$ cat src/rtl/stream_arb_2_1.sv
// Two-input valid/ready stream arbiter with packet-locked round-robin grant
// and a single-stage registered output feeding one downstream consumer.
module stream_arb_2_1 #(
  parameter int WIDTH   = 8,
  parameter bit LOCK_EN = 1'b1
) (
  input  logic             clk,
  input  logic             rst_n,
  input  logic [WIDTH-1:0] a_data,
  input  logic             a_valid,
  input  logic             a_last,
  output logic             a_ready,
  input  logic [WIDTH-1:0] b_data,
  input  logic             b_valid,
  input  logic             b_last,
  output logic             b_ready,
  output logic [WIDTH-1:0] y_data,
  output logic             y_valid,
  output logic             y_last,
  input  logic             y_ready,
  output logic             s,
  output logic             busy
);

  // Handshake: a beat moves on any edge where x_valid & x_ready are both 1;
  // the output register moves a beat downstream when y_valid & y_ready.
  typedef enum logic [1:0] {
    IDLE   = 2'd0,
    LOCK_A = 2'd1,
    LOCK_B = 2'd2
  } state_e;

  state_e           state_q, state_d;
  logic             pri_q, pri_d;
  logic [WIDTH-1:0] y_data_q, y_data_d;
  logic             y_valid_q, y_valid_d;
  logic             y_last_q, y_last_d;

  logic gnt_a, gnt_b, sel, load;
  logic acc_a, acc_b, acc, acc_last;

  always_comb begin
    gnt_a = 1'b0;
    gnt_b = 1'b0;
    sel   = pri_q;
    case (state_q)
      IDLE: begin
        gnt_a = a_valid & (~b_valid | ~pri_q);
        gnt_b = b_valid & (~a_valid | pri_q);
        if (gnt_a)      sel = 1'b0;
        else if (gnt_b) sel = 1'b1;
      end
      LOCK_A: begin
        gnt_a = 1'b1;
        sel   = 1'b0;
      end
      LOCK_B: begin
        gnt_b = 1'b1;
        sel   = 1'b1;
      end
      default: ;
    endcase
  end

  // Readies are forced low while reset is asserted.
  assign load     = ~y_valid_q | y_ready;
  assign a_ready  = rst_n & load & gnt_a;
  assign b_ready  = rst_n & load & gnt_b;
  assign acc_a    = a_valid & a_ready;
  assign acc_b    = b_valid & b_ready;
  assign acc      = acc_a | acc_b;
  assign acc_last = acc_b ? b_last : a_last;

  always_comb begin
    state_d   = state_q;
    pri_d     = pri_q;
    y_data_d  = y_data_q;
    y_valid_d = y_valid_q;
    y_last_d  = y_last_q;
    if (acc) begin
      y_data_d  = acc_b ? b_data : a_data;
      y_last_d  = acc_last;
      y_valid_d = 1'b1;
      if (LOCK_EN) begin
        if (acc_last) begin
          state_d = IDLE;
          pri_d   = acc_a;
        end else begin
          state_d = acc_a ? LOCK_A : LOCK_B;
        end
      end else begin
        pri_d = acc_a;
      end
    end else if (y_valid_q & y_ready) begin
      y_valid_d = 1'b0;
    end
  end

  always_ff @(posedge clk or negedge rst_n) begin
    if (!rst_n) begin
      state_q   <= IDLE;
      pri_q     <= 1'b0;
      y_data_q  <= '0;
      y_valid_q <= 1'b0;
      y_last_q  <= 1'b0;
    end else begin
      state_q   <= state_d;
      pri_q     <= pri_d;
      y_data_q  <= y_data_d;
      y_valid_q <= y_valid_d;
      y_last_q  <= y_last_d;
    end
  end

  assign y_data  = y_data_q;
  assign y_valid = y_valid_q;
  assign y_last  = y_last_q;
  assign s       = sel;
  assign busy    = (state_q != IDLE) | y_valid_q;

endmodule

$ cat config.mk
export PLATFORM = sky130hd
export DESIGN_NAME = stream_arb_2_1
export DESIGN_NICKNAME = d
export VERILOG_FILES = /design/src/rtl/stream_arb_2_1.sv
export SDC_FILE = /design/constraint.sdc
export NUM_CORES = 1
export LEC_CHECK = 0
export BUFFER_PORTS_ARGS = -buffer_cell sky130_fd_sc_hd__buf_2
export CAP_MARGIN = 20
export CELL_PAD_IN_SITES_DETAIL_PLACEMENT = 0
export CELL_PAD_IN_SITES_GLOBAL_PLACEMENT = 1
export CORE_AREA = 2 2 50 52
export CTS_BUF_LIST = sky130_fd_sc_hd__clkbuf_4 sky130_fd_sc_hd__clkbuf_8
export CTS_CLUSTER_SIZE = 20
export DETAILED_ROUTE_END_ITERATION = 6
export DIE_AREA = 0 0 52 54
export MAX_ROUTING_LAYER = met4
export PLACE_DENSITY_LB_ADDON = 0.08
export SKIP_CTS_REPAIR_TIMING = 1
export SLEW_MARGIN = 0
export SYNTH_ARGS = -nofsm -noshare
export SYNTH_HDL_FRONTEND = slang
export SYNTH_SLANG_ARGS = --single-unit
$ cat constraint.sdc
create_clock -name clk -period 1.8 [get_ports clk]
set_clock_uncertainty 0.15 [all_clocks]
set_input_delay 0.27 -clock clk [delete_from_list [all_inputs] [get_ports clk]]
set_output_delay 0.27 -clock clk [all_outputs]
set_load 0.03 [all_outputs]
Word-level counts from Yosys, hierarchy flattened

Cells that the tools add are included.

Flip-flop bits (word level): 13
Bits in latches: 0
Bits in writable memories: 0
ROM bits: 0
Logic and storage cells: 39
Memories: 0

$add $sub $neg: 0
$mul: 0
Div/mod/pow operators: 0
Magnitude comparators: 0
Equal/unequal tests: 2
Shift-type cells: 0
Muxes and demuxes: 11
Bitwise logic cells: 17
Reductions and logical operators: 4

Operator list:

| kind               | count |
|---|---|
| $and 1x1->1        | 8 |
| $mux 8             | 1 |
| $mux 1             | 5 |
| $or 1x1->1         | 5 |
| $mux 2             | 2 |
| $not 1->1          | 4 |
| $pmux 1 s2         | 2 |
| $reduce_bool 2->1  | 2 |
| $pmux 1 s3         | 1 |
| $eq 2x1->1 const B | 1 |
| $eq 2x2->1 const B | 1 |
| $logic_not 2->1    | 1 |
| $reduce_and 2->1   | 1 |

Longest topological paths before layout

Depth in word-level cells: 8
Depth in mapped cells: 6

Worst setup path before layout

Ideal clock, no wire load.

Path kind: reg-to-output
From: register y_valid_q (netlist: y_valid)
To: output a_ready
Arrival time: 1.469 ns
Slack: -0.089 ns
Stages on the path, launching flop included: 4
Buffers on the path: 0
Cells stage by stage: dfrtp_1 > nand2b_1 > nand2_1 > nor3_1

Cells in the longest elaborated chain, start to end: 4

RTL lines:

| element                   | RTL line | text |
|---|---|---|
| start: declaration        | 36       | `logic y_valid_q, y_valid_d;` |
| start signal: assignment  | 110      | `y_valid_q <= y_valid_d;` |
| $not 1->1                 | 66       | `assign load = ~y_valid_q \| y_ready;` |
| $or 1x1->1                | 66       |  |
| $and 1x1->1 (2 in series) | 67       | `assign a_ready = rst_n & load & gnt_a;` |
| end: declaration          | 12       | `output logic a_ready,` |

Every way passes these cells.

Final worst setup path

From: register pri_q
To: output s

Cells in the longest elaborated chain, start to end: 5
Elaborated cells on any way between the ends: 8
Those cells by class: 3 x mux; 5 x bitwise

RTL lines:

| element                                          | RTL line | text |
|---|---|---|
| start: declaration                               | 34       | `logic pri_q, pri_d;` |
| start signal: assignment                         | 108      | `pri_q <= pri_d;` |
| $or 1x1->1 / $not 1->1 (equally long branches)   | 49, 48   |  |
| $and 1x1->1 / $or 1x1->1 (equally long branches) | 49, 48   |  |
| $mux 1 / $and 1x1->1 (equally long branches)     | 51, 48   |  |
| $mux 1                                           | 50       | `if (gnt_a) sel = 1'b0;` |
| $pmux 1 s3 *                                     | 46       | `case (state_q)` |
| end: declaration                                 | 21       | `output logic s,` |

Mark *: on every way between the ends. The rest lies on a longest branch, timed or not.

==> impl_metrics.json <==
{
  "relSlewSlack_pct": 65.09,
  "core_sq_um": 2320,
  "p_seq_share_pct": 35.1,
  "die_y_um": 54,
  "synth.distinct_cells": 21,
  "start_util_pct": 29.07,
  "area_growth_pct": 45.45,
  "worstReg2RegStart": "pri_q$_DFFE_PN0P_",
  "ys_seq_area_share_pct": 48.24,
  "setup_viol": 0,
  "pwr-share-clk_pct": 12.0,
  "fill_cells": 264,
  "fin_crit_ns": 1.724,
  "ioPinCount": 37,
  "cts_sinks": 13,
  "drt-met1-wl_um": 748,
  "ant_nets": 0,
  "via_per_inst": 4.589,
  "final_core_utilization_pct": 42.29,
  "drc_errors": 0,
  "finalNonFillerCells": 151,
  "antenna_cells": 0,
  "dpl_cell_area_sq_um": 909.6,
  "r2r_slack_ns": 0.31,
  "maxCapViolCount": 0,
  "cts_root_buffer": "clkbuf_4",
  "hp-class": "in -> reg",
  "critPathLaunch": "pri_q$_DFFE_PN0P_",
  "netlist.area_leader.share_pct": 48.24,
  "wl_met3_um": 99,
  "clock_path_buffers": 2,
  "whs_ns": 0.08158,
  "cellPowerDensity_nw_per_um2": 1623,
  "yosysTopAreaCell": "dfrtp_1",
  "required_ns": 1.38,
  "path_clk_slew_ns": 0.08,
  "wl_met2_um": 862,
  "synth_seq_cells": 13,
  "intPower_mw": 0.8387,
  "wl_per_cell_um": 11.42,
  "yosys_warnings": 0,
  "syn_inst": 78,
  "synth_fp_nets": 101,
  "finalNetCount": 145,
  "worstPathMaxFanout": 5,
  "syn-cell-area_sq_um": 674.4,
  "syn_area_per_cell_sq_um": 8.646,
  "critPathLaunchType": "flop",
  "die_x_um": 52,
  "cts_tree": "done",
  "cellLeakagePower_nw": 0.4964,
  "hp-start": "a_last",
  "overflow": 0,
  "vdd_ir_drop_max_mv": 0.5889,
  "p_switching_mw": 0.7530,
  "grt_max_degree": 22,
  "dr.pass1.iters": 3,
  "fin_crit_sh_pct": 95.79,
  "dr.max_layer_used": "met4",
  "die_area_sq_um": 2808,
  "crit_path_end_kind": "output pin",
  "layout_setup_ws_ns": 0.07570,
  "grt_usage_pct": 14.32,
  "pwr-share-comb_pct": 52.8,
  "grt_antenna_before_repair": 0,
  "first_global_vias": 666,
  "hold_viol_final": 0,
  "drt_iter0_markers": 11,
  "netSwitchingFraction_pct": 47.31,
  "place_ws_ns": 0.2631,
  "crit_type": "reg -> out",
  "tightest_slew_ns": 0.5237,
  "cp.arrival_ns": 1.30,
  "final_max_slew_viol_count": 0,
  "max_freq_mhz": 579.9,
  "gp_congestion": 0.7038,
  "num_vias": 693,
  "cts_buffers": 3,
  "rows": 18,
  "grt_setup_unrepaired": "true",
  "status": "finished, final reports clean",
  "dp.cells": 144,
  "clkLatencyLatePin_ns": 0.26,
  "numPortBuffers": 36,
  "power.total_mw": 1.592,
  "drive_above_1_share_pct": 42.15,
  "fin_tns_setup_ns": 0,
  "yosys-top-cells-area": "dfrtp_1 48%, nand2_1 11%, a31oi_1 8.3%, nor2_1 5.6%, o2111ai_2 4.5%",
  "grt_pass1_wl_mm": 2.898,
  "fin_area_sq_um": 980.9,
  "routed_wl_mm": 1.725,
  "htreeDepth": 1
}
==> worst max-delay path, cell delays in order, from the launching register on <==
cell	delay (ns)
dfrtp_1	0.43
maj3_2	0.31
nor2_1	0.08
a21oi_1	0.05
buf_4	0.18
==> path summary, 6_finish.rpt <==
kind | end | depth (start not counted)
hold / removal | pri_q$_DFFE_PN0P_ | 3
min in group asynchronous | state_q[0]$_DFFE_PN0P_ | 2
setup / recovery | s | 4
max in group asynchronous | y_data[6]$_DFFE_PN0P_ | 3
hold reg to reg | y_data[4]$_DFFE_PN0P_ | 2
setup reg to reg | state_q[1]$_DFFE_PN0P_ | 5
==> cells by family (layout without fill, tap and decap cells) <==
| kind of cell | count (synthesis) | after routing | share of synthesized area [%] |
|---|---|---|---|
| compound gates | 18 | 18 | 19.66 |
| simple gates | 40 | 40 | 25.79 |
| buf+inv | 6 | 49 | 4.824 |
| flops | 13 | 13 | 48.24 |
| fa+ha+maj | 1 | 1 | 1.484 |
==> final cells by class <==
| type | count | area [sq um] | share of cell area [%] |
|---|---|---|---|
| clock buffer | 4 | 30.03 | 3.061 |
| inverter | 2 | 7.507 | 0.7653 |
| tap | 30 | 37.54 | 3.827 |
| multi-input combinational | 59 | 320.3 | 32.65 |
| timing repair buffer | 43 | 260.3 | 26.53 |
| sequential | 13 | 325.3 | 33.16 |
==> power groups by stage <==
stage / Combinational (mW) / Sequential (mW) / Clock [mW]
2_1_floorplan: 0.381 / 0.761 / 0
3_3_place_gp: 0.827 / 0.561 / 0
3_5_place_dp: 0.830 / 0.565 / 0
4_1_cts: 0.829 / 0.561 / 0.200
5_1_grt: 0.919 / 0.585 / 0.217
6_report: 0.841 / 0.559 / 0.191
==> synthesized netlist by cell type (all sizes together) <==
library cell / count
buf: 4
inv: 2
nor3: 2
o2111a: 1
maj3: 1
nand2b: 2
nor2: 10
a21oi: 3
or3: 1
nor2b: 2
a21o: 1
nand3: 1
o21a: 1
nand2: 22
o2111ai: 2
dfrtp: 13
o21ai: 1
a31oi: 9
==> layer usage <==
metal	global-route usage (%)	up-vias
li1	-	354
met1	17.41	317
met2	23.84	20
met3	2.500	2
met4	5.263	0
met5	-	-
==> registers in the layout (all words and copies together) (netlist names) <==
register,cells
pri_q,1
state_q,2
y_data,8
y_last,1
y_valid,1
==> layout by cell type (no fill, tap or decap) <==
master / synthesis / final
a21o_1: 1 / 1
a21oi_1: 3 / 3
a31oi_1: 9 / 9
buf_12: 0 / 1
buf_2: 2 / 33
buf_4: 2 / 6
clkbuf_4: 0 / 4
dfrtp_1: 13 / 13
dlygate4sd3_1: 0 / 3
inv_1: 2 / 2
maj3_2: 0 / 1
nand2_1: 20 / 20
nand2_2: 2 / 2
nand2b_1: 2 / 1
nand2b_2: 0 / 1
nand3_1: 1 / 1
nor2_1: 10 / 10
nor2b_1: 1 / 1
nor2b_2: 1 / 1
nor3_1: 2 / 2
o2111a_1: 1 / 1
o2111ai_2: 2 / 2
o21a_1: 1 / 1
o21ai_1: 1 / 1
or3_1: 1 / 1
Power figures use the tool's default switching activity.
